### src/rtl/chunked_adder.sv
`timescale 1ns/1ps
// -----------------------------------------------------------------------------
// chunked_adder
//
// Multi-cycle adder/subtractor. It adds CHUNK bits per clock, LSB chunk first,
// and finishes a WIDTH-bit add in NCH = WIDTH/CHUNK cycles. WIDTH must be an
// integer multiple of CHUNK.
//
// Handshake (valid/ready, both sides): a transfer happens on a rising edge
// where valid and ready are both 1. The producer holds its data stable while
// valid=1 and ready=0. in_ready is 1 only in IDLE. out_valid is 1 only in
// DONE. Results do not queue.
//
// Ports
//   clk        sole clock, rising edge
//   rst_n      asynchronous active-low reset
//   in_valid   operands valid
//   in_ready   block can accept operands (IDLE)
//   A, B       operands (unsigned or two's complement)
//   CIN        carry-in, ignored when SUB=1
//   SUB        0: S = A+B+CIN, 1: S = A-B
//   out_valid  result valid (DONE)
//   out_ready  consumer accepts result
//   S          sum/difference, modulo 2^WIDTH
//   C          carry-out of MSB (SUB=1: 1 = no borrow)
//   V          signed overflow
//   dbg_state  FSM state for observation: 0 = IDLE, 1 = BUSY, 2 = DONE
// -----------------------------------------------------------------------------
module chunked_adder #(
  parameter int WIDTH = 16,
  parameter int CHUNK = 4
) (
  input  logic             clk,
  input  logic             rst_n,
  input  logic             in_valid,
  output logic             in_ready,
  input  logic [WIDTH-1:0] A,
  input  logic [WIDTH-1:0] B,
  input  logic             CIN,
  input  logic             SUB,
  output logic             out_valid,
  input  logic             out_ready,
  output logic [WIDTH-1:0] S,
  output logic             C,
  output logic             V,
  output logic [1:0]       dbg_state
);

  localparam int NCH  = WIDTH / CHUNK;
  localparam int IDXW = (NCH > 1) ? $clog2(NCH) : 1;
  localparam logic [IDXW-1:0] LAST_IDX = IDXW'(NCH - 1);

  typedef enum logic [1:0] {
    IDLE = 2'd0,
    BUSY = 2'd1,
    DONE = 2'd2
  } state_t;

  state_t state_q;
  state_t state_d;

  logic [WIDTH-1:0] a_q;
  logic [WIDTH-1:0] b_q;      // already inverted for subtraction
  logic [WIDTH-1:0] w_q;      // working sum, filled chunk by chunk
  logic [WIDTH-1:0] s_q;      // visible result, updated only when entering DONE
  logic             carry_q;
  logic             c_q;
  logic             v_q;
  logic [IDXW-1:0]  idx_q;

  logic             accept;
  logic             last_chunk;
  logic [CHUNK-1:0] a_chunk;
  logic [CHUNK-1:0] b_chunk;
  logic [CHUNK:0]   csum;
  logic [WIDTH-1:0] w_next;
  logic             v_next;

  assign accept     = (state_q == IDLE) && in_valid;
  assign last_chunk = (state_q == BUSY) && (idx_q == LAST_IDX);

  // ---------------------------------------------------------------------------
  // FSM: state register
  // ---------------------------------------------------------------------------
  always_ff @(posedge clk or negedge rst_n) begin
    if (!rst_n) begin
      state_q <= IDLE;
    end else begin
      state_q <= state_d;
    end
  end

  // ---------------------------------------------------------------------------
  // FSM: next state
  // ---------------------------------------------------------------------------
  always_comb begin
    state_d = state_q;
    case (state_q)
      IDLE:    if (in_valid)   state_d = BUSY;
      BUSY:    if (last_chunk) state_d = DONE;
      DONE:    if (out_ready)  state_d = IDLE;
      default:                 state_d = IDLE;
    endcase
  end

  // ---------------------------------------------------------------------------
  // FSM: outputs
  // ---------------------------------------------------------------------------
  always_comb begin
    in_ready  = (state_q == IDLE);
    out_valid = (state_q == DONE);
    dbg_state = state_q;
  end

  // ---------------------------------------------------------------------------
  // Chunk datapath
  // ---------------------------------------------------------------------------
  always_comb begin
    a_chunk = a_q[int'(idx_q)*CHUNK +: CHUNK];
    b_chunk = b_q[int'(idx_q)*CHUNK +: CHUNK];
    csum    = {1'b0, a_chunk} + {1'b0, b_chunk} + (CHUNK+1)'(carry_q);
    w_next  = w_q;
    w_next[int'(idx_q)*CHUNK +: CHUNK] = csum[CHUNK-1:0];
    // The carry into the MSB equals a_msb ^ b_msb ^ s_msb. XOR that with the
    // carry out of the MSB to get signed overflow. This works for any CHUNK,
    // including CHUNK=1.
    v_next  = a_chunk[CHUNK-1] ^ b_chunk[CHUNK-1] ^ csum[CHUNK-1] ^ csum[CHUNK];
  end

  always_ff @(posedge clk or negedge rst_n) begin
    if (!rst_n) begin
      a_q     <= '0;
      b_q     <= '0;
      w_q     <= '0;
      s_q     <= '0;
      carry_q <= 1'b0;
      c_q     <= 1'b0;
      v_q     <= 1'b0;
      idx_q   <= '0;
    end else begin
      if (accept) begin
        // Subtraction is A + ~B + 1: invert B here and seed the carry with 1.
        a_q     <= A;
        b_q     <= B ^ {WIDTH{SUB}};
        carry_q <= SUB | CIN;
        idx_q   <= '0;
      end else if (state_q == BUSY) begin
        w_q     <= w_next;
        carry_q <= csum[CHUNK];
        if (last_chunk) begin
          idx_q <= '0;
          s_q   <= w_next;
          c_q   <= csum[CHUNK];
          v_q   <= v_next;
        end else begin
          idx_q <= idx_q + IDXW'(1);
        end
      end
    end
  end

  assign S = s_q;
  assign C = c_q;
  assign V = v_q;

endmodule

### config.mk
export PLATFORM = sky130hd
export DESIGN_NAME = chunked_adder
export DESIGN_NICKNAME = d
export VERILOG_FILES = /design/src/rtl/chunked_adder.sv
export SDC_FILE = /design/constraint.sdc
export NUM_CORES = 1
export LEC_CHECK = 0
export CAP_MARGIN = 20
export CORE_MARGIN = 3
export CORE_UTILIZATION = 56
export CTS_CLUSTER_SIZE = 25
export DETAILED_ROUTE_END_ITERATION = 16
export PLACE_DENSITY_LB_ADDON = 0.12
export REMOVE_ABC_BUFFERS = 1
export SYNTH_ARGS = -nofsm -noshare
export SYNTH_HDL_FRONTEND = slang
export SYNTH_SLANG_ARGS = --single-unit
### constraint.sdc
create_clock -name clk -period 6.16 [get_ports clk]
set_input_delay 1.232 -clock clk [delete_from_list [all_inputs] [get_ports clk]]
set_output_delay 1.232 -clock clk [all_outputs]
set_load 0.005 [all_outputs]
Word-level counts from Yosys, hierarchy flattened
Index checks and enable logic that the tools add are counted.
{"block": "word_totals", "register_bits": 71, "input_bits": 38, "out_inout_bits": 22, "word_cells": 46}
{"block": "op_classes", "n_addsub": 4, "eq_ne": 6, "shifts": 4, "n_mux": 10, "bitwise_logic": 6, "n_reduce_logical": 7}
{"op": "$neg 4->33", "n": 1}
{"op": "$shift 4x33->16 const A", "n": 1}
{"op": "$shiftx 4x33->16", "n": 1}
{"op": "$shiftx 16x5->4", "n": 2}
{"op": "$bwmux 16", "n": 1}
{"op": "$xor 16x16->16", "n": 1}
{"op": "$mux 2", "n": 6}
{"op": "$pmux 2 s3", "n": 1}
{"op": "$reduce_and 3->1", "n": 2}
{"op": "$add 4x4->5", "n": 1}
{"op": "$add 5x1->5", "n": 1}
{"op": "$eq 2x2->1 const B", "n": 2}
{"op": "$ne 2x2->1 const B", "n": 2}
{"op": "$xor 1x1->1", "n": 3}
{"op": "$add 2x1->2 const B", "n": 1}
{"op": "$eq 2x1->1 const B", "n": 1}
{"op": "$logic_and 1x1->1", "n": 2}
{"op": "$logic_not 2->1", "n": 1}
{"op": "$mux 1", "n": 2}
{"op": "$ne 2x1->1 const B", "n": 1}
{"op": "$reduce_and 2->1", "n": 1}
{"op": "$reduce_bool 2->1", "n": 1}
{"op": "$not 1->1", "n": 1}
{"op": "$or 1x1->1", "n": 1}

Longest topological paths before layout
Gate-level depths: netlist (run 1).
{"block": "logic_depth", "ltp_word": 5, "depth_mapped": 8, "mapped_depth_nobuf": 7}

Worst setup path before layout (run 1)
OpenSTA, ideal clock, no wires.
{"block": "synth_path", "path_kind": "flip-flop to flip-flop", "startpoint": "register idx_q[0]", "endpoint": "register v_q, in the netlist V", "t_arrival_ps": 2569, "t_required_ps": 6030, "setup_slack_ps": 3461, "stages_incl_launch_ff": 9, "path_buffers": 1, "synth_period_minus_slack_ps": 2699, "path_cell_list": "dfrtp_1 > buf_4 > mux4_2 > fa_1 > fa_1 > a21o_1 > a21oi_2 > xnor2_1 > o21ai_1"}
{"block": "synth_via", "elab_chain_len": 5, "elab_cells_between_ends": 10}
{"item": "start, declared", "line": "69", "source": "logic [IDXW-1:0] idx_q;"}
{"item": "start signal, assigned", "line": "156", "source": "idx_q <= idx_q + IDXW'(1);"}
{"item": "$shiftx 16x5->4, on equally long branches", "line": "119, 120"}
{"item": "$add 4x4->5", "line": "121", "source": "csum = {1'b0, a_chunk} + {1'b0, b_chunk} + (CHUNK+1)'(carry_q);"}
{"item": "$add 5x1->5", "line": "121"}
{"item": "$xor 1x1->1 (2 in series)", "line": "127", "source": "v_next = a_chunk[CHUNK-1] ^ b_chunk[CHUNK-1] ^ csum[CHUNK-1] ^ csum[CHUNK];"}
{"item": "end signal, assigned", "line": "154", "source": "v_q <= v_next;"}
{"item": "end, declared", "line": "68", "source": "logic v_q;"}
Parallel ways exist; a longest one is shown, timed or not.
A chain may end at the register's enable or synchronous reset.

Worst setup path in the final report (run 1)
Same ends and word-level chain as after synthesis.

==> run metrics, run 1 <==
status=finished, final reports clean; CTS tree=yes; Post-Syn Area per Cell=10.61 sq um; overall power=2.273 mW; Max clock buf depth=2; TNS Setup=0 ns; chip width=82.26 um; Num CTS Buffers=9; TritonRoute pass-1 iters=4; Worst-Margin Slew=0.9228 ns; Total GRT Usage=21.29%; crit path kind=reg2reg; top cell type's share of synthesized area=51.48%; Die H=82.26 um; Die Area=0.006767 sq mm; Via Count=2348; P&R area growth vs syn=24.63%; initial antenna violation count=0; Worst-Skew Late Latency=0.35 ns; Inst Count DP=422; DP HPWL=4437 um; drt wl/cell=14.83 um; P_leak=1.843 nW; peak fanout along the critical path=15; Cell Chain, Critical Path=mux4_2 > fa_1 > fa_1 > a21o_1 > a21oi_2 > xnor2_1 > o21ai_1; switching power=914.7 uW; total internal power=1.358 mW; I/O pin count=60; share of cells above drive strength 1=9.563%; largest net degree at the start of global routing=68; Tcrit/Tclk final=49.58%; worst min path class=reg2reg; Final Hold Vio Count=0; RSZ-0062 raised after global routing=no; Util after Layout=72.82%; number of global-route vias before repair=2289; Setup crit start kind=register; Post-Layout Cell Count=438; Final #Nets=409; final worst path period need=3.054 ns; number of library cell types mapped by synthesis=38; CP Data Required Time=6.38 ns; Antenna Diode Count=0; Post-Route Skew=0.007234 ns; buffers added on ports=59; Setup Fix Bufs, Post-CTS=0; Max stage delay on crit path=0.81 ns; register area share after synthesis=51.48%; fmax=327.4 MHz; number of max-cap violations=0; initial drt markers=64; clock root buffer=clkbuf_8; Gate power share=49.4%; remaining global-route overflow=0; Mapped Area=0.003257 sq mm; post-CTS sizing=0; Residual DRC=0; CTS sink cnt=67; CP Data Arrival Time=3.28 ns; first-pass GRT wire length=10790 um; critical path capture point type=register; FF+latch count, synth=67; vias per cell=5.361; num rows=27; Setup violations, final=0; cell count after synthesis=307; Synth area leader=dfrtp_1; maximum vdd drop=0.0003854 V; Area contributors post-synth=dfrtp_1 51%, nand2_1 9.2%, mux4_2 5.5%; Slew Limit Fails=0; initial core utilization=58.43%; Clk pwr share=17.2%; Worst slew margin=38.28%; Core Footprint=0.005574 sq mm; cell area after layout=0.004059 sq mm; GP Congestion=0.8267; # hold bufs at CTS=0; clk slew on worst S/H paths=0.07 ns; Routed Antenna Nets=0; DRT Wirelength=6494 um; Switching Fraction=40.24%; area post-placement=0.003851 sq mm; CP max-delay cell=dfrtp_1; CP most frequent cell=fa_1; CTS H-tree lvls=3; Synth Warn #=0; Power Density=560.0 mW/mm^2; Reg power frac=33.4%
## cells by family after synthesis
family / synth area share (%)
adders and majority gates: 4.303
AOI/OAI and AO/OA: 13.45
DFF: 51.48
and+or+nand+nor: 15.98
muxes: 5.532
buffers and inverters: 3.419
xor gates and xnor gates: 5.840
## synth_stat cells (all sizes together)
cell and instances:
a21o 2, a21oi 14, a22o 16, and2 1
and3 2, and4 1, buf 14, clkbuf 4
dfrtp 67, fa 2, ha 8, inv 4
mux4 8, nand2 80, nand2b 2, nand3 4
nand3b 1, nand4 1, nor2 5, nor2b 11
nor3b 3, nor4 1, o211ai 1, o21ai 30
o31ai 4, o32ai 1, xnor2 18, xor2 2
## cells in the final DEF (no fill, tap or decap), types with 3 or more instances in the layout
cell type and count:
mux4_2 8, a21oi_1 12, nand2_1 80, clkinv_2 4, xnor2_1 17, inv_1 3, o21ai_0 26, o21ai_1 4
a22o_1 15, nor2b_1 11, dfrtp_1 67, ha_1 8, nor3b_1 3, nor2_1 4, o31ai_1 4, clkbuf_8 9
clkdlybuf4s50_1 58, nand3_1 4
## critical path: cells and delay by family (launching register included)
kind	cells	cell delay [ns]
AO/OA/AOI/OAI	3	0.49
XOR/XNOR	1	0.14
adder cells (fa/ha/maj)	2	0.88
flip-flops	1	0.81
multiplexers	1	0.61
## final cells by class
type / count / area [sq um]
well taps: 72 / 90.09
multi-input cells: 218 / 1469
fillers: 427 / 1515
inverters: 4 / 15.01
repair buffers: 61 / 600.6
clock inverters: 6 / 80.08
flip-flops and latches: 67 / 1677
clock buffers: 10 / 127.6
## state kept, by name, summed over array words and instances (netlist names)
| signal | cells |
|---|---|
| dbg_state | 2 |
| S | 16 |
| carry_q | 1 |
| w_q | 12 |
| a_q | 16 |
| idx_q | 2 |
| b_q | 16 |
| V | 1 |
| C | 1 |
## power groups by stage
stage | logic (mW) | clock network (mW) | registers [mW]
2_1_floorplan | 0.769 | 0 | 0.733
3_5_place_dp | 1.13 | 0 | 0.768
4_1_cts | 1.13 | 0.395 | 0.761
6_report | 1.12 | 0.391 | 0.758
5_1_grt | 1.25 | 0.417 | 0.784
3_3_place_gp | 1.10 | 0 | 0.761
## metal layers
layer  up-vias  share of wire [%]  global-route usage (%)  routed length [um]
met5         -                  0                       0                   0
met4         0                1.7                   9.302                 113
met3        10                4.3                   4.555                 277
met2        54                 49                   34.54                3206
met1      1125                 45                   27.57                2897
li1       1159                  -                       -                   -
## path summary, 6_finish.rpt
kind,cells after the start,startpoint,slack (ns),end
worst max-delay path,7,idx_q[0],3.11,V
worst min-delay path,2,b_q[15],0.48,b_q[15]
worst max register to register,7,idx_q[0],3.11,V
worst min register to register,2,b_q[15],0.48,b_q[15]
max in group asynchronous,2,rst_n,4.55,w_q[11]
min in group asynchronous,2,rst_n,1.08,a_q[12]
## stage by stage
step | hold slack (ns) | setup WS [ns]
after global placement | 0.4537 | 3.168
after detailed placement | 0.4608 | 3.111
after global routing | 0.5021 | 2.904
after floorplan | 0.4403 | 3.337
final | 0.4773 | 3.106
after CTS | 0.4775 | 3.085
Power figures use the tool's default switching activity.
==> run 2, diff against run 1 <==
--- a/config.mk
+++ b/config.mk
@@ -7,7 +7,7 @@
 export LEC_CHECK = 0
 export CAP_MARGIN = 20
 export CORE_MARGIN = 3
-export CORE_UTILIZATION = 56
+export CORE_UTILIZATION = 52
 export CTS_CLUSTER_SIZE = 25
 export DETAILED_ROUTE_END_ITERATION = 16
 export PLACE_DENSITY_LB_ADDON = 0.12
==> constraint.sdc (replaced) <==
create_clock -name clk -period 3.15 [get_ports clk]
set_input_delay 0.63 -clock clk [delete_from_list [all_inputs] [get_ports clk]]
set_output_delay 0.63 -clock clk [all_outputs]
set_load 0.005 [all_outputs]
==> run 2 against run 1 <==
Against the previous run:
- sequential power grew 89%
- non-clock buffer count rose by 3
- clock skew up 0.0035 ns
- total power up 92%
- final cell count is 1.4% higher
- core utilization shrank 4.8 points
- critical path depth unchanged
- die area up 7.1%
- critical endpoint unchanged
- largest cell class unchanged
- highest routed layer unchanged
==> run metrics, run 2 (synthesis gave the netlist of run 1 again) <==
status=finished, final reports clean; CP Data Arrival Time=2.75 ns (-0.53 ns); Worst slew margin=48.17% (+9.9 points); GP Congestion=0.8320 (+0.64%); met2 WL post-DR=3107 um (-3.1%); Gate power share=51.7% (+2.3 points); switching power=1.778 mW (+94%); Clk pwr share=15.5% (-1.7 points); maximum vdd drop=0.0006806 V (+77%); vias per cell=5.207 (-2.9%); Tcrit/Tclk final=80.83% (+31 points); dpl ws=0.6192 ns (-2.491 ns); remaining global-route overflow=0 (unchanged); Switching Fraction=40.66% (+0.42 points); initial antenna violation count=0 (unchanged); drt wl/cell=14.27 um (-3.8%); P_leak=1.849 nW (+0.36%); buffers added on ports=59 (unchanged); CTS sink cnt=67 (unchanged); RSZ-0062 raised after global routing=no; # hold bufs at CTS=0 (unchanged); TNS Setup=0 ns (unchanged); commonest non-fill, non-tap cell in the layout=nand2_1; first-pass GRT wire length=10900 um (+0.96%); Setup crit start kind=register; Worst-Margin Slew=0.7774 ns (-0.1454 ns); chip width=85.14 um (+3.5%); Reg power frac=32.8% (-0.6 points); worst reg-to-reg path cell count=7 (unchanged); cell area after layout=0.004075 sq mm (+0.40%); Power Density=1073 mW/mm^2 (+92%); Final Hold Vio Count=0 (unchanged); peak fanout along the critical path=3 (-12); area post-placement=0.003890 sq mm (+1.0%); number of global-route vias before repair=2257 (-1.4%); DP HPWL=4577 um (+3.2%); initial drt markers=107 (+67%); PnR worst setup slack=0.6039 ns (-2.502 ns); Max clock buf depth=2 (unchanged); r2r startpoint=idx_q[0]; total internal power=2.595 mW (+91%); DRT Wirelength=6334 um (-2.5%); Via Count=2312 (-1.5%); Die H=85.14 um (+3.5%); initial core utilization=54.37% (-4.1 points); crit path kind=reg2reg; Routed Antenna Nets=0 (unchanged); Core Footprint=0.005991 sq mm (+7.5%); Residual DRC=0 (unchanged); R2R setup slack=0.60 ns (-2.50 ns); Total GRT Usage=18.94% (-2.4 points); share of cells above drive strength 1=10.03% (+0.46 points); Die Area=0.007249 sq mm (+7.1%); clk slew on worst S/H paths=0.07 ns (about the same); top sig layer=met4; worst min path class=in2async; Num CTS Buffers=9 (unchanged); fmax=392.8 MHz (+20%); critical path capture point type=register; TritonRoute pass-1 iters=4 (unchanged); num rows=28 (+3.7%); met3 WL=311 um (+12%); clock root buffer=clkbuf_8; number of max-cap violations=0 (unchanged); Final #Nets=412 (+0.73%); post-CTS sizing=0 (unchanged); CP Data Required Time=3.35 ns (-3.03 ns); Worst-Skew Late Latency=0.33 ns (-0.02 ns); worst hold slack=0.3683 ns (-0.1090 ns); P&R area growth vs syn=25.12%; Setup Fix Bufs, Post-CTS=0 (unchanged); Met1 Routed Length=2861 um (-1.2%); CTS tree=yes; final worst path period need=2.546 ns (-0.5082 ns); largest net degree at the start of global routing=52 (-24%); FF-to-FF End=V; I/O pin count=60 (unchanged); CTS H-tree lvls=3 (unchanged); Post-Route Skew=0.01071 ns (+0.003477 ns); Slew Limit Fails=0 (unchanged); Setup violations, final=0 (unchanged); commonest cells after routing, fill and taps aside=80 x nand2_1, 67 x dfrtp_1, 58 x clkdlybuf4s50_1; Antenna Diode Count=0 (unchanged)
## run 2: cell count changes in the layout (fill, tap and decap cells not counted)
cell | previous run | this run
bufinv_16 | 2 | 1
clkinv_2 | 4 | 3
clkbuf_1 | 1 | 2
clkinv_4 | 0 | 1
buf_4 | 2 | 4
buf_12 | 0 | 1
## run 2: worst max path at each step
| stage | startpoint | endpoint | slack [ns] | depth (start not counted) |
|---|---|---|---|---|
| after floorplan | idx_q[0] | V | 0.33 | 7 |
| after global placement | idx_q[0] | V | 0.65 | 7 |
| after detailed placement | idx_q[0] | V | 0.62 | 7 |
| after CTS | idx_q[0] | S[7] | 0.60 | 7 |
| after global routing | idx_q[0] | S[7] | 0.46 | 7 |
| final | idx_q[0] | V | 0.60 | 7 |
## run 2: routing by layer
metal | vias to the layer above | track usage, %
met4 | 0 | 4.317
li1 | 1163 | -
met3 | 6 | 4.660
met2 | 61 | 30.65
met5 | - | 0
met1 | 1082 | 26.01
## run 2: critical path, stage by stage (launching register included)
cell	delay, ns
dfrtp_1	0.40
mux4_2	0.53
fa_1	0.45
fa_1	0.43
a21o_1	0.21
a21oi_2	0.19
xnor2_1	0.14
o21ai_1	0.07
## run 2: layout make-up
cell class | count | area [sq um]
sequential | 67 | 1677
multi-input combinational | 218 | 1469
inverter | 4 | 15.01
fill | 467 | 1916
clock inverter | 5 | 53.80
tap | 75 | 93.84
clock buffer | 11 | 131.4
timing repair buffer | 64 | 635.6
## run 2: through the flow
stage | power, mW | std cells | util (%)
after floorplan | 2.936 | 289 | -
after detailed placement | 3.727 | 428 | 64.93
final | 4.373 | 444 | 68.02
after global placement | 3.688 | 428 | 64.93
after CTS | 4.413 | 444 | 68.02
after global routing | 4.726 | 444 | 68.02
## run 2: power by group through the flow
| stage | sequential, mW | clock, mW | combinational [mW] |
|---|---|---|---|
| after floorplan | 1.43 | 0 | 1.50 |
| after global placement | 1.44 | 0 | 2.25 |
| after detailed placement | 1.45 | 0 | 2.27 |
| after CTS | 1.44 | 0.691 | 2.28 |
| after global routing | 1.48 | 0.737 | 2.51 |
| final | 1.43 | 0.680 | 2.26 |
==> run 3, diff against run 2 <==
--- a/config.mk
+++ b/config.mk
@@ -7,7 +7,7 @@
 export LEC_CHECK = 0
 export CAP_MARGIN = 20
 export CORE_MARGIN = 3
-export CORE_UTILIZATION = 52
+export CORE_UTILIZATION = 47
 export CTS_CLUSTER_SIZE = 25
 export DETAILED_ROUTE_END_ITERATION = 16
 export PLACE_DENSITY_LB_ADDON = 0.12
==> constraint.sdc (replaced) <==
create_clock -name clk -period 2.2 [get_ports clk]
set_input_delay 0.44 -clock clk [delete_from_list [all_inputs] [get_ports clk]]
set_output_delay 0.44 -clock clk [all_outputs]
set_load 0.005 [all_outputs]
==> run 3 against run 2 <==
Against the previous run:
- the flow now finishes with violations (negative setup slack)
- flip-flop and latch count unchanged
- register-to-register slack got worse by 0.83 ns
- final cell count increased by 2.5%
- die area increased by 9.9%
- clock power increased by 53%
- sequential power increased by 43%
- first-iteration DRC count decreased by 12%
- global-route usage decreased by 0.38 points
- total power increased by 63%
==> run metrics, run 3 (synthesis gave the netlist of run 1 again) <==
area post-placement=0.003958 sq mm (+1.7%); Max stage delay on crit path=0.53 ns (about the same); initial antenna violation count=0 (unchanged); Tcrit/Tclk final=110.1% (+29 points); worst min path class=in2async; CTS H-tree lvls=3 (unchanged); Via Count=2419 (+4.6%); switching power=2.841 mW (+60%); DP HPWL=4721 um (+3.2%); chip width=89.25 um (+4.8%); vias per cell=5.316 (+2.1%); Setup violations, final=24 (+24); Switching Fraction=39.93% (-0.73 points); TritonRoute pass-1 iters=4 (unchanged); fmax=412.8 MHz (+5.1%); Die Area=0.007965 sq mm (+9.9%); Core Footprint=0.006531 sq mm (+9.0%); CTS tree=yes; number of max-cap violations=0 (unchanged); buffers added on ports=59 (unchanged); first-pass GRT wire length=11340 um (+4.1%); P&R area growth vs syn=31.12%; worst hold slack=0.1034 ns (-0.2649 ns); Multi-input gate area=0.001543 sq mm (+5.0%); P_leak=1.920 nW (+3.8%); CP Data Required Time=2.40 ns (-0.95 ns); Max clock buf depth=2 (unchanged); violated checks=negative setup slack; Cell Chain, Critical Path=mux4_2 > fa_2 > fa_2 > a21o_1 > a21oi_2 > buf_4 > o211ai_1; final worst path period need=2.422 ns (-0.1237 ns); share of cells above drive strength 1=16.67% (+6.6 points); clock root buffer=clkbuf_8; PnR worst setup slack=-0.2224 ns (-0.8263 ns); Die H=89.25 um (+4.8%); critical path capture point type=register; Util after Layout=65.38% (-2.6 points); Num CTS Buffers=9 (unchanged); overall power=7.115 mW (+63%); remaining global-route overflow=0 (unchanged); Worst-Margin Slew=0.4410 ns (-0.3364 ns); Residual DRC=0 (unchanged); Reg power frac=28.9% (-3.9 points); Final Hold Vio Count=0 (unchanged); maximum vdd drop=0.0007649 V (+12%); fill cell count=536 (+15%); CTS sink cnt=67 (unchanged); initial core utilization=49.87% (-4.5 points); Gate power share=56.5% (+4.8 points); Setup crit start kind=register; initial drt markers=94 (-12%); drt wl/cell=14.64 um (+2.6%); cell area after layout=0.004270 sq mm (+4.8%); flip-flop and latch area=0.001678 sq mm (about the same); Antenna Diode Count=0 (unchanged); commonest cells after routing, fill and taps aside=80 x nand2_1, 66 x dfrtp_1, 58 x clkdlybuf4s50_1; Worst slew margin=70.60% (+22 points); Power Density=1666 mW/mm^2 (+55%); commonest non-fill, non-tap cell in the layout=nand2_1; CP Data Arrival Time=2.62 ns (-0.13 ns); CP most frequent cell=fa_2; largest net degree at the start of global routing=68 (+31%); Routed Antenna Nets=0 (unchanged); number of global-route vias before repair=2424 (+7.4%); crit path kind=reg2reg; Total GRT Usage=18.56% (-0.38 points); Slew Limit Fails=0 (unchanged); num rows=29 (+3.6%); Clk pwr share=14.6% (-0.9 points); Post-Route Skew=0.01115 ns (+0.0004397 ns); Worst-Skew Late Latency=0.34 ns (about the same); Final #Nets=423 (+2.7%); TNS Setup=-3.100 ns (-3.100 ns); CP max-delay cell=mux4_2; clk slew on worst S/H paths=0.07 ns (about the same); peak fanout along the critical path=4 (+1); total internal power=4.273 mW (+65%); I/O pin count=60 (unchanged); DRT Wirelength=6661 um (+5.2%); status=complete, but fails checks; GP Congestion=0.8797 (+5.7%); RSZ-0062 raised after global routing=yes
==> run 3: changes by cell type in the layout (fill, tap and decap cells not counted), sizes merged <==
| cell | previous run | this run |
|---|---|---|
| buf | 6 | 17 |
| clkbuf | 11 | 12 |
| clkinv | 4 | 1 |
==> run 3: layer usage <==
layer / GRT usage, % / up-vias / part of all wire [%]
met1: 24.30 / 1170 / 45
met5: 0 / - / 0
li1: - / 1180 / -
met2: 31.08 / 60 / 49
met3: 4.700 / 9 / 4.3
met4: 4.465 / 0 / 1.2
==> run 3: critical path: cells and delay by family, from the launching register on <==
family / cells / cell delay (ns)
flip-flops: 1 / 0.42
buffers and inverters: 1 / 0.14
AO/OA/AOI/OAI: 3 / 0.43
adder cells (fa/ha/maj): 2 / 0.77
multiplexers: 1 / 0.53
==> run 3: worst paths after layout <==
path                            startpoint  slack [ns]  depth (start not counted)       end
min in group clk                   a_q[11]        0.48                          2   a_q[11]
worst min-delay path                 rst_n        0.10                          2      S[5]
worst max-delay path              idx_q[0]       -0.22                          7   carry_q
worst max register to register    idx_q[0]       -0.22                          7   carry_q
worst min register to register     a_q[11]        0.48                          2   a_q[11]
max in group asynchronous            rst_n        1.80                          2  idx_q[0]
==> run 3: layout make-up <==
| cell class | instances | area share [%] |
|---|---|---|
| Clock inverter | 2 | 0.8204 |
| Multi-Input combinational cell | 218 | 36.13 |
| Sequential cell | 67 | 39.29 |
| Timing Repair Buffer | 75 | 17.29 |
| Inverter | 4 | 0.3516 |
| Clock buffer | 12 | 3.868 |
| Tap cell | 77 | 2.256 |
==> run 3: power groups by stage <==
stage	clock network [mW]	registers, mW	logic, mW
global placement	0	2.06	3.47
CTS	1.06	2.06	3.89
global route	1.11	2.12	4.40
detailed placement	0	2.08	3.54
finish	1.04	2.05	4.02
floorplan	0	2.05	2.15
==> run 3: stage by stage <==
| step | worst slack [ns] | cells |
|---|---|---|
| 4_1_cts | -0.2420 | 455 |
| 6_report | -0.2224 | 455 |
| 5_1_grt | -0.2874 | 455 |
| 2_1_floorplan | -0.6232 | 289 |
| 3_5_place_dp | -0.4039 | 437 |
| 3_3_place_gp | -0.3176 | 437 |
==> run 3: what timing repair did <==
item                       in CTS  in global routing
resized for setup              18                  4
hold buffers                    0                  0
pin swaps                      14                  9
setup endpoints to repair      24                 25
setup buffers                   4                  0
